===== src/rtl/rf_wb_arbiter_if.sv =====
`default_nettype none
// +--------------------------------------------------------------------------+
// | rf_wb_arbiter_if : requester handshake plus register-file write port     |
// | Rev 1.0                                                                  |
// +--------------------------------------------------------------------------+
interface rf_wb_arbiter_if #(
   parameter int NREQ = 3,
   parameter int XLEN = 32,
   parameter int AW   = 5
);
   logic [NREQ-1:0]      req_valid;
   logic [NREQ-1:0]      req_ready;
   logic [NREQ*AW-1:0]   req_rd;
   logic [NREQ*XLEN-1:0] req_data;
   logic                 wr_en;
   logic [AW-1:0]        wr_rd;
   logic [XLEN-1:0]      wr_data;

   modport master (
      output req_valid, req_rd, req_data,
      input  req_ready, wr_en, wr_rd, wr_data
   );

   modport slave (
      input  req_valid, req_rd, req_data,
      output req_ready, wr_en, wr_rd, wr_data
   );
endinterface
`default_nettype wire


===== src/rtl/rf_wb_arbiter.sv =====
`default_nettype none
// +--------------------------------------------------------------------------+
// | rf_wb_arbiter : round-robin write-back scheduler for the register file,  |
// | optional write-to-read bypass under RF_WB_BYPASS_EN. Rev 1.0             |
// +--------------------------------------------------------------------------+
module rf_wb_arbiter #(
   parameter int NREQ = 3,
   parameter int XLEN = 32,
   parameter int AW   = 5
) (
   input  logic              clk,
   input  logic              rst_n,
   input  logic              stall,
   rf_wb_arbiter_if.slave    bus,
   input  logic [AW-1:0]     rs1,
   input  logic [AW-1:0]     rs2,
   input  logic [XLEN-1:0]   rf_rs1,
   input  logic [XLEN-1:0]   rf_rs2,
   output logic [XLEN-1:0]   fwd_rs1,
   output logic [XLEN-1:0]   fwd_rs2,
   output logic [15:0]       drop_cnt
);
   localparam int PW = (NREQ > 1) ? $clog2(NREQ) : 1;

   logic [PW-1:0]   r_ptr;
   logic            r_wr_en;
   logic [AW-1:0]   r_wr_rd;
   logic [XLEN-1:0] r_wr_data;
   logic [15:0]     r_drop;

   logic            w_found;
   logic            w_xfer;
   logic [PW-1:0]   w_gnt;
   logic [AW-1:0]   w_sel_rd;
   logic [XLEN-1:0] w_sel_data;

   function automatic logic [PW-1:0] wrap_idx(input logic [PW-1:0] base, input int k);
      int s;
      s = int'(base) + k;
      if (s >= NREQ) s = s - NREQ;
      return PW'(s);
   endfunction

   // Scan downward so the requester closest to the pointer is the last, winning, hit.
   always_comb begin
      w_found = 1'b0;
      w_gnt   = '0;
      for (int k = NREQ - 1; k >= 0; k--) begin
         if (bus.req_valid[wrap_idx(r_ptr, k)]) begin
            w_found = 1'b1;
            w_gnt   = wrap_idx(r_ptr, k);
         end
      end
   end

   // Gating with rst_n keeps ready low for the whole asynchronous reset.
   assign w_xfer     = w_found & ~stall & rst_n;
   assign w_sel_rd   = bus.req_rd[w_gnt*AW +: AW];
   assign w_sel_data = bus.req_data[w_gnt*XLEN +: XLEN];

   always_comb begin
      bus.req_ready = '0;
      for (int i = 0; i < NREQ; i++) begin
         bus.req_ready[i] = w_xfer && (w_gnt == PW'(i));
      end
   end

   always_ff @(posedge clk or negedge rst_n) begin
      if (!rst_n) begin
         r_ptr     <= '0;
         r_wr_en   <= 1'b0;
         r_wr_rd   <= '0;
         r_wr_data <= '0;
         r_drop    <= '0;
      end else if (w_xfer) begin
         r_ptr     <= wrap_idx(w_gnt, 1);
         r_wr_en   <= (w_sel_rd != '0);
         r_wr_rd   <= w_sel_rd;
         r_wr_data <= w_sel_data;
         if (w_sel_rd == '0 && r_drop != 16'hFFFF) begin
            r_drop <= r_drop + 16'd1;
         end
      end else begin
         r_wr_en   <= 1'b0;
      end
   end

   assign bus.wr_en   = r_wr_en;
   assign bus.wr_rd   = r_wr_rd;
   assign bus.wr_data = r_wr_data;
   assign drop_cnt    = r_drop;

`ifdef RF_WB_BYPASS_EN
   assign fwd_rs1 = (r_wr_en && r_wr_rd == rs1 && rs1 != '0) ? r_wr_data : rf_rs1;
   assign fwd_rs2 = (r_wr_en && r_wr_rd == rs2 && rs2 != '0) ? r_wr_data : rf_rs2;
`else
   logic w_unused_rs;
   assign w_unused_rs = ^{rs1, rs2};
   assign fwd_rs1     = rf_rs1;
   assign fwd_rs2     = rf_rs2;
`endif
endmodule
`default_nettype wire

===== src/flat_wrapper.sv =====
// flat-port wrapper written by rule: the top's interface ports become plain ports
module rf_wb_arbiter_flat 
#(
   parameter int NREQ = 3,
   parameter int XLEN = 32,
   parameter int AW   = 5
)
  (clk, rst_n, stall, rs1, rs2, rf_rs1, rf_rs2, fwd_rs1, fwd_rs2, drop_cnt, bus_req_valid, bus_req_rd, bus_req_data, bus_req_ready, bus_wr_en, bus_wr_rd, bus_wr_data);
  rf_wb_arbiter_if #(.NREQ(NREQ), .XLEN(XLEN), .AW(AW)) bus_i ();
  input  logic clk;
  input  logic rst_n;
  input  logic stall;
  input  logic [AW-1:0] rs1;
  input  logic [AW-1:0] rs2;
  input  logic [XLEN-1:0] rf_rs1;
  input  logic [XLEN-1:0] rf_rs2;
  output logic [XLEN-1:0] fwd_rs1;
  output logic [XLEN-1:0] fwd_rs2;
  output logic [15:0] drop_cnt;
  input wire logic [$bits(bus_i.req_valid)-1:0] bus_req_valid;
  input wire logic [$bits(bus_i.req_rd)-1:0] bus_req_rd;
  input wire logic [$bits(bus_i.req_data)-1:0] bus_req_data;
  output wire logic [$bits(bus_i.req_ready)-1:0] bus_req_ready;
  output wire logic [$bits(bus_i.wr_en)-1:0] bus_wr_en;
  output wire logic [$bits(bus_i.wr_rd)-1:0] bus_wr_rd;
  output wire logic [$bits(bus_i.wr_data)-1:0] bus_wr_data;
  assign bus_i.req_valid = bus_req_valid;
  assign bus_i.req_rd = bus_req_rd;
  assign bus_i.req_data = bus_req_data;
  assign bus_req_ready = bus_i.req_ready;
  assign bus_wr_en = bus_i.wr_en;
  assign bus_wr_rd = bus_i.wr_rd;
  assign bus_wr_data = bus_i.wr_data;
  rf_wb_arbiter #(.NREQ(NREQ), .XLEN(XLEN), .AW(AW)) u_core (.clk(clk), .rst_n(rst_n), .stall(stall), .bus(bus_i), .rs1(rs1), .rs2(rs2), .rf_rs1(rf_rs1), .rf_rs2(rf_rs2), .fwd_rs1(fwd_rs1), .fwd_rs2(fwd_rs2), .drop_cnt(drop_cnt));
endmodule

===== config.mk =====
export PLATFORM = sky130hd
export DESIGN_NAME = rf_wb_arbiter_flat
export DESIGN_NICKNAME = d
export VERILOG_FILES = /design/src/rtl/rf_wb_arbiter_if.sv /design/src/rtl/rf_wb_arbiter.sv /design/src/flat_wrapper.sv
export SDC_FILE = /design/constraint.sdc
export NUM_CORES = 1
export LEC_CHECK = 0
export ABC_AREA = 1
export CAP_MARGIN = 20
export CORE_AREA = 2 2 120 122
export CTS_CLUSTER_DIAMETER = 50
export CTS_CLUSTER_SIZE = 25
export DETAILED_ROUTE_END_ITERATION = 7
export DIE_AREA = 0 0 122 124
export PLACE_DENSITY = 0.75
export SLEW_MARGIN = 20
export SYNTH_ARGS = -nofsm -noshare
export SYNTH_HDL_FRONTEND = slang
export SYNTH_SLANG_ARGS = --single-unit
export TNS_END_PERCENT = 10

===== constraint.sdc =====
create_clock -name clk -period 4 [get_ports clk]
set_input_delay 1.2 -clock clk [delete_from_list [all_inputs] [get_ports clk]]
set_output_delay 1.2 -clock clk [all_outputs]
set_load 0.005 [all_outputs]

==> results.py, run 1 <==
metrics = {
    "global_routing": {
        "busiest_layer": "met2",
        "grt_overflow": 0,
        "globalRouteMet1Util_pct": 20.61,
        "grt_use_met2_pct": 26.78,
        "grt_pass1_wl_um": 19640,
        "antenna_found_initial": 1,
        "grt_max_degree": 57,
        "grt.met3_usage_pct": 5.266,
        "grt_pass1_vias": 3952,
        "grt_usage_pct": 16.38,
    },
    "place": {
        "numPortBuffers": 173,
        "routabilityCongestion": 0.8548,
        "place_ws_ns": -0.3366,
        "postPlaceCellArea_mm2": 0.005492,
        "hpwl_um": 9172,
    },
    "logic_synthesis": {
        "yosys_warnings": 0,
        "ys_seq_area_share_pct": 35.28,
        "syn_inst": 553,
        "syn_area_mm2": 0.003973,
        "syn-num-nets": 748,
        "synth_cell_types": 32,
        "synth-seq-cells": 56,
        "synth_area_per_cell_um2": 7.184,
    },
    "hold_path": {
        "hold_start": "u_core.bus.wr_rd[1]",
        "hold_path_class": "reg2reg",
    },
    "setup_path": {
        "cp-startpoint": "bus_req_valid[1]",
        "crit_fanout": 5,
        "worstPathCellList": "dlygate4sd2_1, inv_1, nand2_1, nand3_1, nand2_1, nand3b_1, nand2_2, nor2_4, buf_6, dlymetal6s2s_1",
        "cp_common_cell": "nand2_1",
        "r2r-start": "u_core.r_ptr[0]",
        "critPathMaxStageDelay_ns": 0.28,
        "crit_path_start_kind": "input port",
        "crit_type": "in2out",
        "crit_path_end_kind": "output port",
        "crit_required_ns": 2.80,
        "crit_arrival_ns": 2.45,
        "cp_slowest_cell": "dlygate4sd2_1",
    },
    "sta": {
        "finalSetupViolCount": 0,
        "period_needed_ns": 3.651,
        "slew_headroom_pct": 51.45,
        "layout_setup_ws_ns": 0.3485,
        "hold_violations": 0,
        "slew_viol_final": 0,
        "setup_tns_ns": 0,
        "skew_ns": 0.004055,
        "clock.fmax_ghz": 0.2739,
        "worst_pin_slew_ns": 0.7282,
        "rsz0062_at_grt": "false",
        "period_share_pct": 91.29,
    },
    "clock_network": {
        "cts_hold_buf": 0,
        "cts_buffers": 5,
        "htreeDepth": 2,
        "clock_path_buffers": 2,
        "clk_pin_slew_ns": 0.07,
        "clk_latency_ns": 0.29,
        "clockRootBuffer": "clkbuf_16",
        "clock_sinks": 56,
        "cts_tree": "built",
    },
    "finish": {
        "syn_to_final_growth_pct": 42.71,
        "final_common_cell": "clkdlybuf4s50_1",
        "stdcell_area_mm2": 0.005669,
        "final_cell_mix": "166 x clkdlybuf4s50_1, 152 x nand2_1, 56 x dfrtp_1, 51 x inv_1, 51 x nand3_1",
        "drive_gt1_share_pct": 9.624,
        "n_fill_cell": 1398,
        "fin_nets": 860,
        "fin_util_pct": 41.32,
    },
    "floorplanning": {
        "core.rowCount": 43,
        "start_util_pct": 28.96,
        "fp.dieArea_mm2": 0.01513,
        "die_x_um": 122,
        "die_h_um": 124,
        "coreArea_mm2": 0.01372,
        "io_pins": 312,
    },
    "pwr": {
        "power_w": 0.003742,
        "vdd_ir_drop_max_v": 0.0002876,
        "p_per_area_mw_per_mm2": 660.0,
        "leakagePower_nw": 2.549,
    },
    "routing": {
        "post_drt_wl_per_cell_um": 14.23,
        "vias_per_cell": 4.639,
        "vias": 3925,
        "routed_wl_um": 12040,
        "postRouteAntennaNets": 0,
        "first_iter_violations": 205,
        "drc": 0,
        "drt_first_pass_iters": 5,
    },
    "run": {
        "cap_violations": 0,
    },
    "status": {
        "status": "complete, no violations",
    },
}
## worst max-delay path: cells and delay by family
family                 cells  cell delay (ns)
buffers and inverters      4             0.63
and+or+nand+nor            6             0.61
## layer usage
layer	wire length (um)	up-vias	share of wire (%)
li1	-	1949	-
met1	5150	1758	43
met2	5489	182	46
met3	1143	36	9.5
met4	253	0	2.1
met5	0	-	0
## metrics by stage
step	std cells	hold slack, ns
after floorplan	553	0.4763
after global placement	836	0.4698
after detailed placement	836	0.4809
after CTS	845	0.4988
after global routing	845	0.5277
final	846	0.4916
## flip-flops by register name, summed over array words and instances, names as in the netlist
register	count
u_core.r_ptr	2
u_core.bus.wr_rd	5
u_core.drop_cnt	16
u_core.bus.wr_en	1
u_core.bus.wr_data	32
## cell usage after synthesis, drive strengths merged
library cell / n / share of area (%)
o211ai: 1 / 0.31
xor2: 6 / 1.3
o21bai: 1 / 0.19
a21oi: 22 / 2.8
xnor2: 3 / 0.66
o21ai: 32 / 4.2
nand3: 58 / 8.4
buf: 77 / 14
nor4: 2 / 0.31
nand4: 32 / 5.0
nand2: 160 / 16
ha: 4 / 1.3
nor3: 7 / 1.0
dfrtp: 56 / 35
nor2: 22 / 2.6
inv: 56 / 5.4
nand3b: 1 / 0.19
clkbuf: 13 / 1.2
## area by class of cell
type / count / area, um^2 / area share (%)
Timing Repair Buffer: 195 / 1921 / 33.88
Multi-Input combinational cell: 351 / 1773 / 31.27
Sequential cell: 56 / 1401 / 24.72
Tap cell: 180 / 225.2 / 3.973
Inverter: 56 / 212.7 / 3.752
Clock buffer: 6 / 128.9 / 2.273
Clock inverter: 1 / 5.005 / 0.08828
Antenna cell: 1 / 2.502 / 0.04414
## power by group
| group | internal, W | switching (W) |
|---|---|---|
| Combinational | 0.00107 | 0.00135 |
| Sequential | 0.000778 | 0.000118 |
| Clock | 0.000228 | 0.000195 |
## worst paths after layout
check                                          to  cells past startpoint  slack [ns]
min in group asynchronous      u_core.drop_cnt[2]                      2        1.11
min                           u_core.bus.wr_rd[1]                      2        0.49
max reg2reg                    u_core.drop_cnt[2]                     19        1.19
max                              bus_req_ready[0]                     10        0.35
min reg2reg                   u_core.bus.wr_rd[1]                      2        0.49
max in group asynchronous  u_core.bus.wr_data[29]                      2        2.40
## kinds of logic (layout without fill, tap and decap cells)
family	Yosys count	count (layout)	share of synthesized area, %
buffers and inverters	146	258	20.72
and+or+nand+nor	282	282	33.26
other	0	1	0
xor gates and xnor gates	9	9	1.984
DFF	56	56	35.28
adders and majority gates	4	4	1.260
AOI/OAI and AO/OA	56	56	7.496
## timing repair
action                     4_1_cts  5_1_grt
gates resized for setup         10        5
setup endpoints to repair        3        3
cloned                           0        0
setup buffers                    2        0
pin swaps                        2        0
(Power assumes the default switching activity.)
==> inputs of run 2 (changes only) <==
--- a/config.mk
+++ b/config.mk
@@ -13,6 +13,7 @@
 export DETAILED_ROUTE_END_ITERATION = 7
 export DIE_AREA = 0 0 122 124
 export PLACE_DENSITY = 0.75
+export SETUP_SLACK_MARGIN = 0.02
 export SLEW_MARGIN = 20
 export SYNTH_ARGS = -nofsm -noshare
 export SYNTH_HDL_FRONTEND = slang
==> results.py, run 2 (synthesis results as in run 1) <==
metrics = {
    "status": {
        "status": "complete, no violations",
    },
    "sta": {
        "setup_tns_ns": 0,
        "rsz0062_at_grt": "false",
        "worst_pin_slew_ns": 0.7266,
        "slew_headroom_pct": 51.56,
        "period_needed_ns": 3.779,
        "period_share_pct": 94.48,
        "hold_violations": 0,
        "skew_ns": 0.004571,
        "slew_viol_final": 0,
        "finalSetupViolCount": 0,
        "clock.fmax_ghz": 0.2646,
    },
    "pwr": {
        "leakagePower_nw": 2.540,
        "power_w": 0.003770,
        "vdd_ir_drop_max_v": 0.0002857,
        "p_per_area_mw_per_mm2": 663.5,
    },
    "setup_path": {
        "crit_type": "in2out",
        "r2r_slack_ns": 1.17,
        "critPathMaxStageDelay_ns": 0.26,
        "crit_required_ns": 2.80,
        "crit_arrival_ns": 2.58,
        "cp_slowest_cell": "dlygate4sd2_1",
        "r2r_end": "u_core.drop_cnt[2]",
        "r2r-start": "u_core.r_ptr[1]",
        "cp_common_cell": "nand2_1",
        "worstPathCellList": "dlygate4sd2_1, buf_4, nand2_1, nand3_1, nand3_2, nand2_1, nand3_2, buf_4, nand2_1, nor3_1, dlygate4sd2_1",
        "crit_path_start_kind": "input port",
        "crit_path_end_kind": "output port",
        "reg2reg_depth": 17,
        "crit_fanout": 3,
    },
    "global_routing": {
        "grt_pass1_vias": 3952,
        "grt_pass1_wl_um": 19640,
        "grt_max_degree": 57,
        "antenna_found_initial": 1,
        "grt_usage_pct": 16.38,
        "grt_overflow": 0,
    },
    "routing": {
        "routed_wl_um": 12160,
        "vias_per_cell": 4.596,
        "met1Wirelength_um": 5303,
        "first_iter_violations": 211,
        "postRouteAntennaNets": 0,
        "met3_length_um": 1064,
        "drc": 0,
        "drt_first_pass_iters": 4,
        "post_drt_wl_per_cell_um": 14.35,
        "top_layer_used": "met4",
        "wl_met2_um": 5533,
        "vias": 3893,
    },
    "clock_network": {
        "clockRootBuffer": "clkbuf_16",
        "clk_latency_ns": 0.29,
        "clk_pin_slew_ns": 0.07,
        "clock_path_buffers": 2,
        "cts_tree": "built",
        "clock_sinks": 56,
        "htreeDepth": 2,
        "cts_hold_buf": 0,
        "cts_buffers": 5,
    },
    "floorplanning": {
        "start_util_pct": 28.96,
        "die_h_um": 124,
        "coreArea_mm2": 0.01372,
        "die_x_um": 122,
        "core.rowCount": 43,
        "io_pins": 312,
        "fp.dieArea_mm2": 0.01513,
    },
    "place": {
        "numPortBuffers": 173,
        "routabilityCongestion": 0.8548,
        "hpwl_um": 9172,
        "postPlaceCellArea_mm2": 0.005492,
        "placed_cells": 836,
    },
    "finish": {
        "final_common_cell": "clkdlybuf4s50_1",
        "stdcell_area_mm2": 0.005683,
        "stdcell_count": 847,
        "fin_nets": 861,
        "syn_to_final_growth_pct": 43.06,
        "drive_gt1_share_pct": 9.760,
        "largest_reg_flops": 32,
        "final_cell_mix": "166 x clkdlybuf4s50_1, 152 x nand2_1, 56 x dfrtp_1, 51 x inv_1, 51 x nand3_1",
        "fin_util_pct": 41.42,
    },
    "hold_path": {
        "min_to": "u_core.bus.wr_rd[1]",
        "hold_path_class": "reg2reg",
        "hold_start": "u_core.bus.wr_rd[1]",
        "min_path_cells": 2,
    },
    "run": {
        "cap_violations": 0,
    },
}
-- run 2: cell count changes in the layout (fill, tap and decap cells not counted) --
cell,before,now
clkdlybuf4s15_1,0,2
buf_4,19,20
clkbuf_2,1,0
dlymetal6s2s_1,3,2
o21ai_1,2,1
o21ai_2,3,4
-- run 2: what timing repair did --
item                       CTS  global route
setup buffers                2             1
setup endpoints to repair    3             2
pin swaps                    2             0
resized for setup           11             5
cloned                       0             0
-- run 2: layout make-up --
type	instances	area (um^2)
sequential	56	1401
clock inverter	1	5.005
clock buffer	6	128.9
antenna	1	2.502
multi-input combinational	351	1777
timing repair buffer	196	1931
fill	1396	8036
inverter	56	212.7
tap	180	225.2
-- run 2: layer usage --
metal / track usage [%] / vias up
li1: - / 1948
met4: 5.101 / 0
met1: 20.61 / 1737
met3: 5.266 / 36
met5: 0 / -
met2: 26.78 / 172
-- run 2: power breakdown --
part	leakage [nW]	internal, W	switching, W
Combinational	1.78	0.00108	0.00136
Sequential	0.694	0.000778	0.000119
Clock	0.0667	0.000229	0.000197
Total	2.54	0.00209	0.00168
-- run 2: through the flow --
stage | setup slack [ns] | hold slack (ns)
2_1_floorplan | 0.5548 | 0.4763
3_3_place_gp | -0.3240 | 0.4698
3_5_place_dp | -0.3366 | 0.4809
4_1_cts | 0.01529 | 0.4988
5_1_grt | 0.1217 | 0.5277
6_report | 0.2208 | 0.4926
-- run 2: how the worst max path moves through the flow --
| stage | from | end | slack [ns] | depth (start not counted) |
|---|---|---|---|---|
| 2_1_floorplan | bus_req_valid[0] | bus_req_ready[2] | 0.55 | 8 |
| 3_3_place_gp | bus_req_valid[2] | bus_req_ready[2] | -0.32 | 8 |
| 3_5_place_dp | bus_req_valid[2] | bus_req_ready[0] | -0.34 | 9 |
| 4_1_cts | bus_req_valid[0] | bus_req_ready[0] | 0.02 | 11 |
| 5_1_grt | bus_req_valid[0] | bus_req_ready[2] | 0.12 | 11 |
| 6_report | bus_req_valid[0] | bus_req_ready[2] | 0.22 | 11 |
-- run 2: worst max-delay path: cells and delay by family --
| family | cells | cell delay (ns) |
|---|---|---|
| AND/OR/NAND/NOR | 7 | 0.59 |
| buffers and inverters | 4 | 0.79 |
==> inputs of run 3 (changes only) <==
--- a/config.mk
+++ b/config.mk
@@ -5,14 +5,14 @@
 export SDC_FILE = /design/constraint.sdc
 export NUM_CORES = 1
 export LEC_CHECK = 0
-export ABC_AREA = 1
+export ABC_AREA = 0
 export CAP_MARGIN = 20
-export CORE_AREA = 2 2 120 122
+export CORE_MARGIN = 10
+export CORE_UTILIZATION = 36
 export CTS_CLUSTER_DIAMETER = 50
 export CTS_CLUSTER_SIZE = 25
 export DETAILED_ROUTE_END_ITERATION = 7
-export DIE_AREA = 0 0 122 124
-export PLACE_DENSITY = 0.75
+export PLACE_DENSITY = 0.92
 export SETUP_SLACK_MARGIN = 0.02
 export SLEW_MARGIN = 20
 export SYNTH_ARGS = -nofsm -noshare
==> results.py, run 3 <==
metrics = {
    "status": {
        "status": "complete, no violations",
    },
    "floorplanning": {
        "io_pins": 312,
        "coreArea_mm2": 0.01037,
        "fp.dieArea_mm2": 0.01517,
        "die_h_um": 123.2,
        "die_x_um": 123.2,
        "start_util_pct": 36.96,
        "core.rowCount": 37,
    },
    "sta": {
        "rsz0062_at_grt": "true",
        "period_needed_ns": 3.885,
        "hold_violations": 0,
        "worst_pin_slew_ns": 0.7120,
        "slew_headroom_pct": 52.54,
        "layout_setup_ws_ns": 0.1154,
        "skew_ns": 0.01032,
        "slew_viol_final": 0,
        "clock.fmax_ghz": 0.2574,
        "finalSetupViolCount": 0,
        "hold_slack_ns": 0.4897,
        "period_share_pct": 97.12,
    },
    "run": {
        "cap_violations": 0,
    },
    "clock_network": {
        "cts_buffers": 5,
        "cts_hold_buf": 0,
        "htreeDepth": 2,
        "clk_pin_slew_ns": 0.11,
        "clock_sinks": 56,
        "clockRootBuffer": "clkbuf_8",
        "cts_tree": "built",
        "clk_latency_ns": 0.31,
        "clock_path_buffers": 2,
    },
    "routing": {
        "postRouteAntennaNets": 0,
        "post_drt_wl_per_cell_um": 19.19,
        "vias_per_cell": 5.363,
        "first_iter_violations": 266,
        "drc": 0,
        "vias": 3840,
        "routed_wl_um": 13740,
        "drt_first_pass_iters": 4,
    },
    "pwr": {
        "leakagePower_nw": 2.338,
        "vdd_ir_drop_max_v": 0.0002596,
        "p_per_area_mw_per_mm2": 576.4,
    },
    "logic_synthesis": {
        "synth_area_per_cell_um2": 8.295,
        "synth_area_leaders": "dfrtp_1 37%, buf_4 13%, nand2_1 7.6%",
        "synth_top_cell_area_share_pct": 36.57,
        "synth_flop_cell": "dfrtp_1",
        "synth-seq-cells": 56,
        "synthArstFlopShare_pct": 100.0,
        "yosys.area.top_type": "dfrtp_1",
        "ys_seq_area_share_pct": 36.57,
        "syn_inst": 462,
        "netlist_top_cells_count": "78 x nand2_1, 65 x buf_4, 56 x a21oi_1, 56 x dfrtp_1, 31 x o21ai_0",
        "yosys_warnings": 0,
        "synth-edff-count": 0,
        "syn-num-nets": 657,
        "synth_cell_types": 48,
        "yosysMostFrequentCell": "nand2_1",
        "syn_area_mm2": 0.003832,
    },
    "setup_path": {
        "crit_path_start_kind": "input port",
        "crit_fanout": 3,
        "crit_arrival_ns": 2.68,
        "critPathMaxStageDelay_ns": 0.34,
        "crit_type": "in2out",
        "worstPathCellList": "dlygate4sd2_1, mux2_4, or3_4, a21o_1, nand2_2, nand2_1, nor2_2, buf_2",
        "crit_path_end_kind": "output port",
        "cp_slowest_cell": "or3_4",
        "crit_required_ns": 2.80,
    },
    "global_routing": {
        "antenna_found_initial": 0,
        "grt_usage_pct": 17.27,
        "grt_pass1_wl_um": 21030,
        "grt_pass1_vias": 3887,
        "grt_max_degree": 57,
        "grt_overflow": 0,
    },
    "finish": {
        "largest_reg_flops": 32,
        "syn_to_final_growth_pct": 43.32,
        "stdcell_count": 716,
        "final_common_cell": "clkdlybuf4s50_1",
        "diodes": 0,
        "final_cell_mix": "166 x clkdlybuf4s50_1, 77 x nand2_1, 56 x a21oi_1, 56 x dfrtp_1, 33 x buf_4",
        "stdcell_area_mm2": 0.005493,
        "fin_util_pct": 52.97,
        "drive_gt1_share_pct": 12.41,
        "multi_input_area_mm2": 0.001795,
        "register_area_mm2": 0.001401,
        "n_fill_cell": 951,
        "fin_nets": 774,
    },
    "place": {
        "place_ws_ns": -0.6177,
        "numPortBuffers": 173,
        "postPlaceCellArea_mm2": 0.005360,
        "routabilityCongestion": 0.8986,
        "placed_cells": 705,
        "hpwl_um": 11090,
    },
    "hold_path": {
        "hold_path_class": "reg2reg",
    },
}
run 3: changes by cell type in the layout (fill, tap and decap cells not counted), moves of 8 or more:
cell,change
a221o_1,+11
nand2_1,-75
nand4_1,-18
a21oi_1,+35
inv_1,-44
nand3_1,-24
nor2_1,-8
buf_4,+13
xor2_1,+9
run 3: metrics by stage:
step                      TNS [ns]  total power [W]
after floorplan                  0         0.001912
after global placement      -2.591         0.002704
after detailed placement    -4.209         0.002782
after CTS                        0         0.003195
after global routing             0         0.003418
final                            0         0.003166
run 3: layout make-up:
cell class,count,share of cell area [%]
Clock inverter,3,0.8428
Clock buffer,5,1.253
Multi-Input combinational cell,301,32.69
Timing Repair Buffer,208,36.13
Inverter,7,0.4784
Tap cell,136,3.098
Sequential cell,56,25.51
run 3: layer usage:
metal | track usage, % | part of all wire, % | vias up
met5 | 0 | 0 | -
met4 | 4.658 | 1.4 | 0
met3 | 8.478 | 13 | 20
met2 | 29.66 | 49 | 225
met1 | 18.55 | 36 | 1806
li1 | - | - | 1789
run 3: worst max-delay path: cells and delay by family:
kind	cells	cell delay (ns)
AO/OA/AOI/OAI	1	0.19
buffers and inverters	2	0.39
AND/OR/NAND/NOR	4	0.61
multiplexers	1	0.29
run 3: final timing paths:
path,from,to,slack [ns],cells after the start
setup / recovery,bus_req_valid[0],bus_req_ready[1],0.12,8
hold / removal,u_core.bus.wr_data[0],u_core.bus.wr_data[0],0.49,2
setup reg to reg,u_core.r_ptr[1],u_core.drop_cnt[8],0.46,14
hold reg to reg,u_core.bus.wr_data[0],u_core.bus.wr_data[0],0.49,2
max in group asynchronous,rst_n,u_core.r_ptr[1],2.45,2
min in group asynchronous,rst_n,u_core.drop_cnt[14],1.08,2
run 3: power by group:
group          total, W  internal, W  switching (W)  leakage [nW]
clock          0.000385     0.000190       0.000195        0.0600
sequential     0.000877     0.000756       0.000121         0.724
combinational   0.00190     0.000933       0.000971          1.55
total           0.00317      0.00188        0.00129          2.34
run 3: what timing repair did:
item	4_1_cts	5_1_grt
setup endpoints to repair	3	5
pin swaps	4	4
setup buffers	3	0
resized for setup	19	4
run 3: cell families (layout without fill, tap and decap cells):
logic type | after synthesis | after routing | synth area share, %
buffers and inverters | 105 | 223 | 17.27
and+or+nand+nor | 161 | 161 | 21.45
adders and majority gates | 4 | 4 | 1.306
DFF | 56 | 56 | 36.57
AOI/OAI and AO/OA | 118 | 118 | 19.03
muxes | 3 | 3 | 0.9467
xor gates and xnor gates | 15 | 15 | 3.428
==> RTL edit: new RTL, config.mk and constraints of run 1 <==
`XLEN` is set to 32 in 3 places; all go to 24.
--- a/src/rtl/rf_wb_arbiter_if.sv
+++ b/src/rtl/rf_wb_arbiter_if.sv
@@ -6,5 +6,5 @@
 interface rf_wb_arbiter_if #(
    parameter int NREQ = 3,
-   parameter int XLEN = 32,
+   parameter int XLEN = 24,
    parameter int AW   = 5
 );
--- a/src/rtl/rf_wb_arbiter.sv
+++ b/src/rtl/rf_wb_arbiter.sv
@@ -6,5 +6,5 @@
 module rf_wb_arbiter #(
    parameter int NREQ = 3,
-   parameter int XLEN = 32,
+   parameter int XLEN = 24,
    parameter int AW   = 5
 ) (
--- a/src/flat_wrapper.sv
+++ b/src/flat_wrapper.sv
@@ -3,5 +3,5 @@
 #(
    parameter int NREQ = 3,
-   parameter int XLEN = 32,
+   parameter int XLEN = 24,
    parameter int AW   = 5
 )
Interface: changed (6 resized); port bits go from 312 to 248. The function was not compared with the original's and may differ.
==> RTL edit against run 1 <==
Design area is 12% lower. Clock skew hardly changed. Setup slack worse by 210 ps. Synthesized area is 13% lower. Sequential cell count is 8 lower. Via count is 11% lower. Routed wire length is 9.8% lower. Worst hold slack better by 1.2 ps. Combinational power is 12% lower. Total power is 11% lower. Global-route usage is 2.1 points lower. First-iteration DRC count is 18% lower.
==> RTL edit: results (changes against run 1) <==
pin count of the biggest net entering global routing=52 (-8.8%); post-synthesis compound-gate area fraction=5.62% (-1.9 points); post-synthesis sequential area ratio=34.8% (-0.46 points); worst ir drop on vdd=0.347 mV (+21%); DP Cell Count=743 (-11%); top cell types by occurrence after synthesis=sky130_fd_sc_hd__nand2_1 (130), sky130_fd_sc_hd__nand3_1 (50), sky130_fd_sc_hd__buf_4 (48), sky130_fd_sc_hd__dfrtp_1 (48); global-route wire length before repair=16600 um (-16%); met3 wire length=970 um (-15%); Worst Skew=3.63 ps (-0.422 ps); number of nets at the end of the flow=726 (-16%); M3 GR Usage=4.62% (-0.64 points); met2 track utilization from global routing=25.7% (-1.0 points); number of cells produced by synthesis=471 (-15%); #MultiIn Comb=313 (-11%); max FFs per register=24 (-25%); worst slack, placed=-446 ps (-110 ps); share of layout cells above drive strength 1=11.2% (+1.6 points); Met1 Wirelength=4160 um (-19%); IO buf count=141 (-18%); run status=finished clean; count of flip-flops and latches=48 (-14%); number of vias after detailed routing=3498 (-11%); initial antenna violation count=0 (-1); switching portion of total power=45.2% (+0.77 points); count of TritonRoute iterations in the first routing pass=4 (-1); detail-routed via count per cell=4.66 (+0.39%); Global Route met1 Usage=15.2% (-5.4 points); arrival time at the worst endpoint=2670 ps (+220 ps); distinct cell type count after synthesis=30 (-6.3%); number of buffers other than clock buffers in the final layout=163 (-16%)
==> RTL edit: changes by cell type in the layout (fill, tap and decap cells not counted), moves of 5 or more <==
cell / run 1 / this run
sky130_fd_sc_hd__a21oi_1: 21 / 8
sky130_fd_sc_hd__a41oi_1: 0 / 7
sky130_fd_sc_hd__clkdlybuf4s50_1: 166 / 134
sky130_fd_sc_hd__dfrtp_1: 56 / 48
sky130_fd_sc_hd__inv_1: 51 / 35
sky130_fd_sc_hd__nand2_1: 152 / 125
sky130_fd_sc_hd__nor2_1: 14 / 19
sky130_fd_sc_hd__nor2_2: 6 / 1
sky130_fd_sc_hd__o21ai_0: 27 / 14
==> RTL edit: power groups by stage <==
| stage | sequential, W | clock (W) | combinational [W] |
|---|---|---|---|
| finish | 0.000745 | 0.000445 | 0.00213 |
| global route | 0.000766 | 0.000490 | 0.00237 |
| CTS | 0.000746 | 0.000470 | 0.00212 |
| global placement | 0.000746 | 0 | 0.00208 |
| detailed placement | 0.000752 | 0 | 0.00209 |
| floorplan | 0.000758 | 0 | 0.00121 |
==> RTL edit: path summary, 6_finish.rpt <==
kind,start,endpoint,slack (ps),cells past startpoint
worst max-delay path,bus_req_valid[0],bus_req_ready[0],130,11
worst min-delay path,u_core.bus.wr_rd[2],u_core.bus.wr_rd[2],490,2
worst max register to register,u_core.r_ptr[0],u_core.drop_cnt[15],1150,18
worst min register to register,u_core.bus.wr_rd[2],u_core.bus.wr_rd[2],490,2
max in group asynchronous,rst_n,u_core.bus.wr_rd[3],2490,2
min in group asynchronous,rst_n,u_core.drop_cnt[9],1060,2
==> RTL edit: worst max-delay path: cells and delay by family <==
kind                   cells  cell delay (ps)
buffers and inverters      4              740
AND/OR/NAND/NOR            7              710
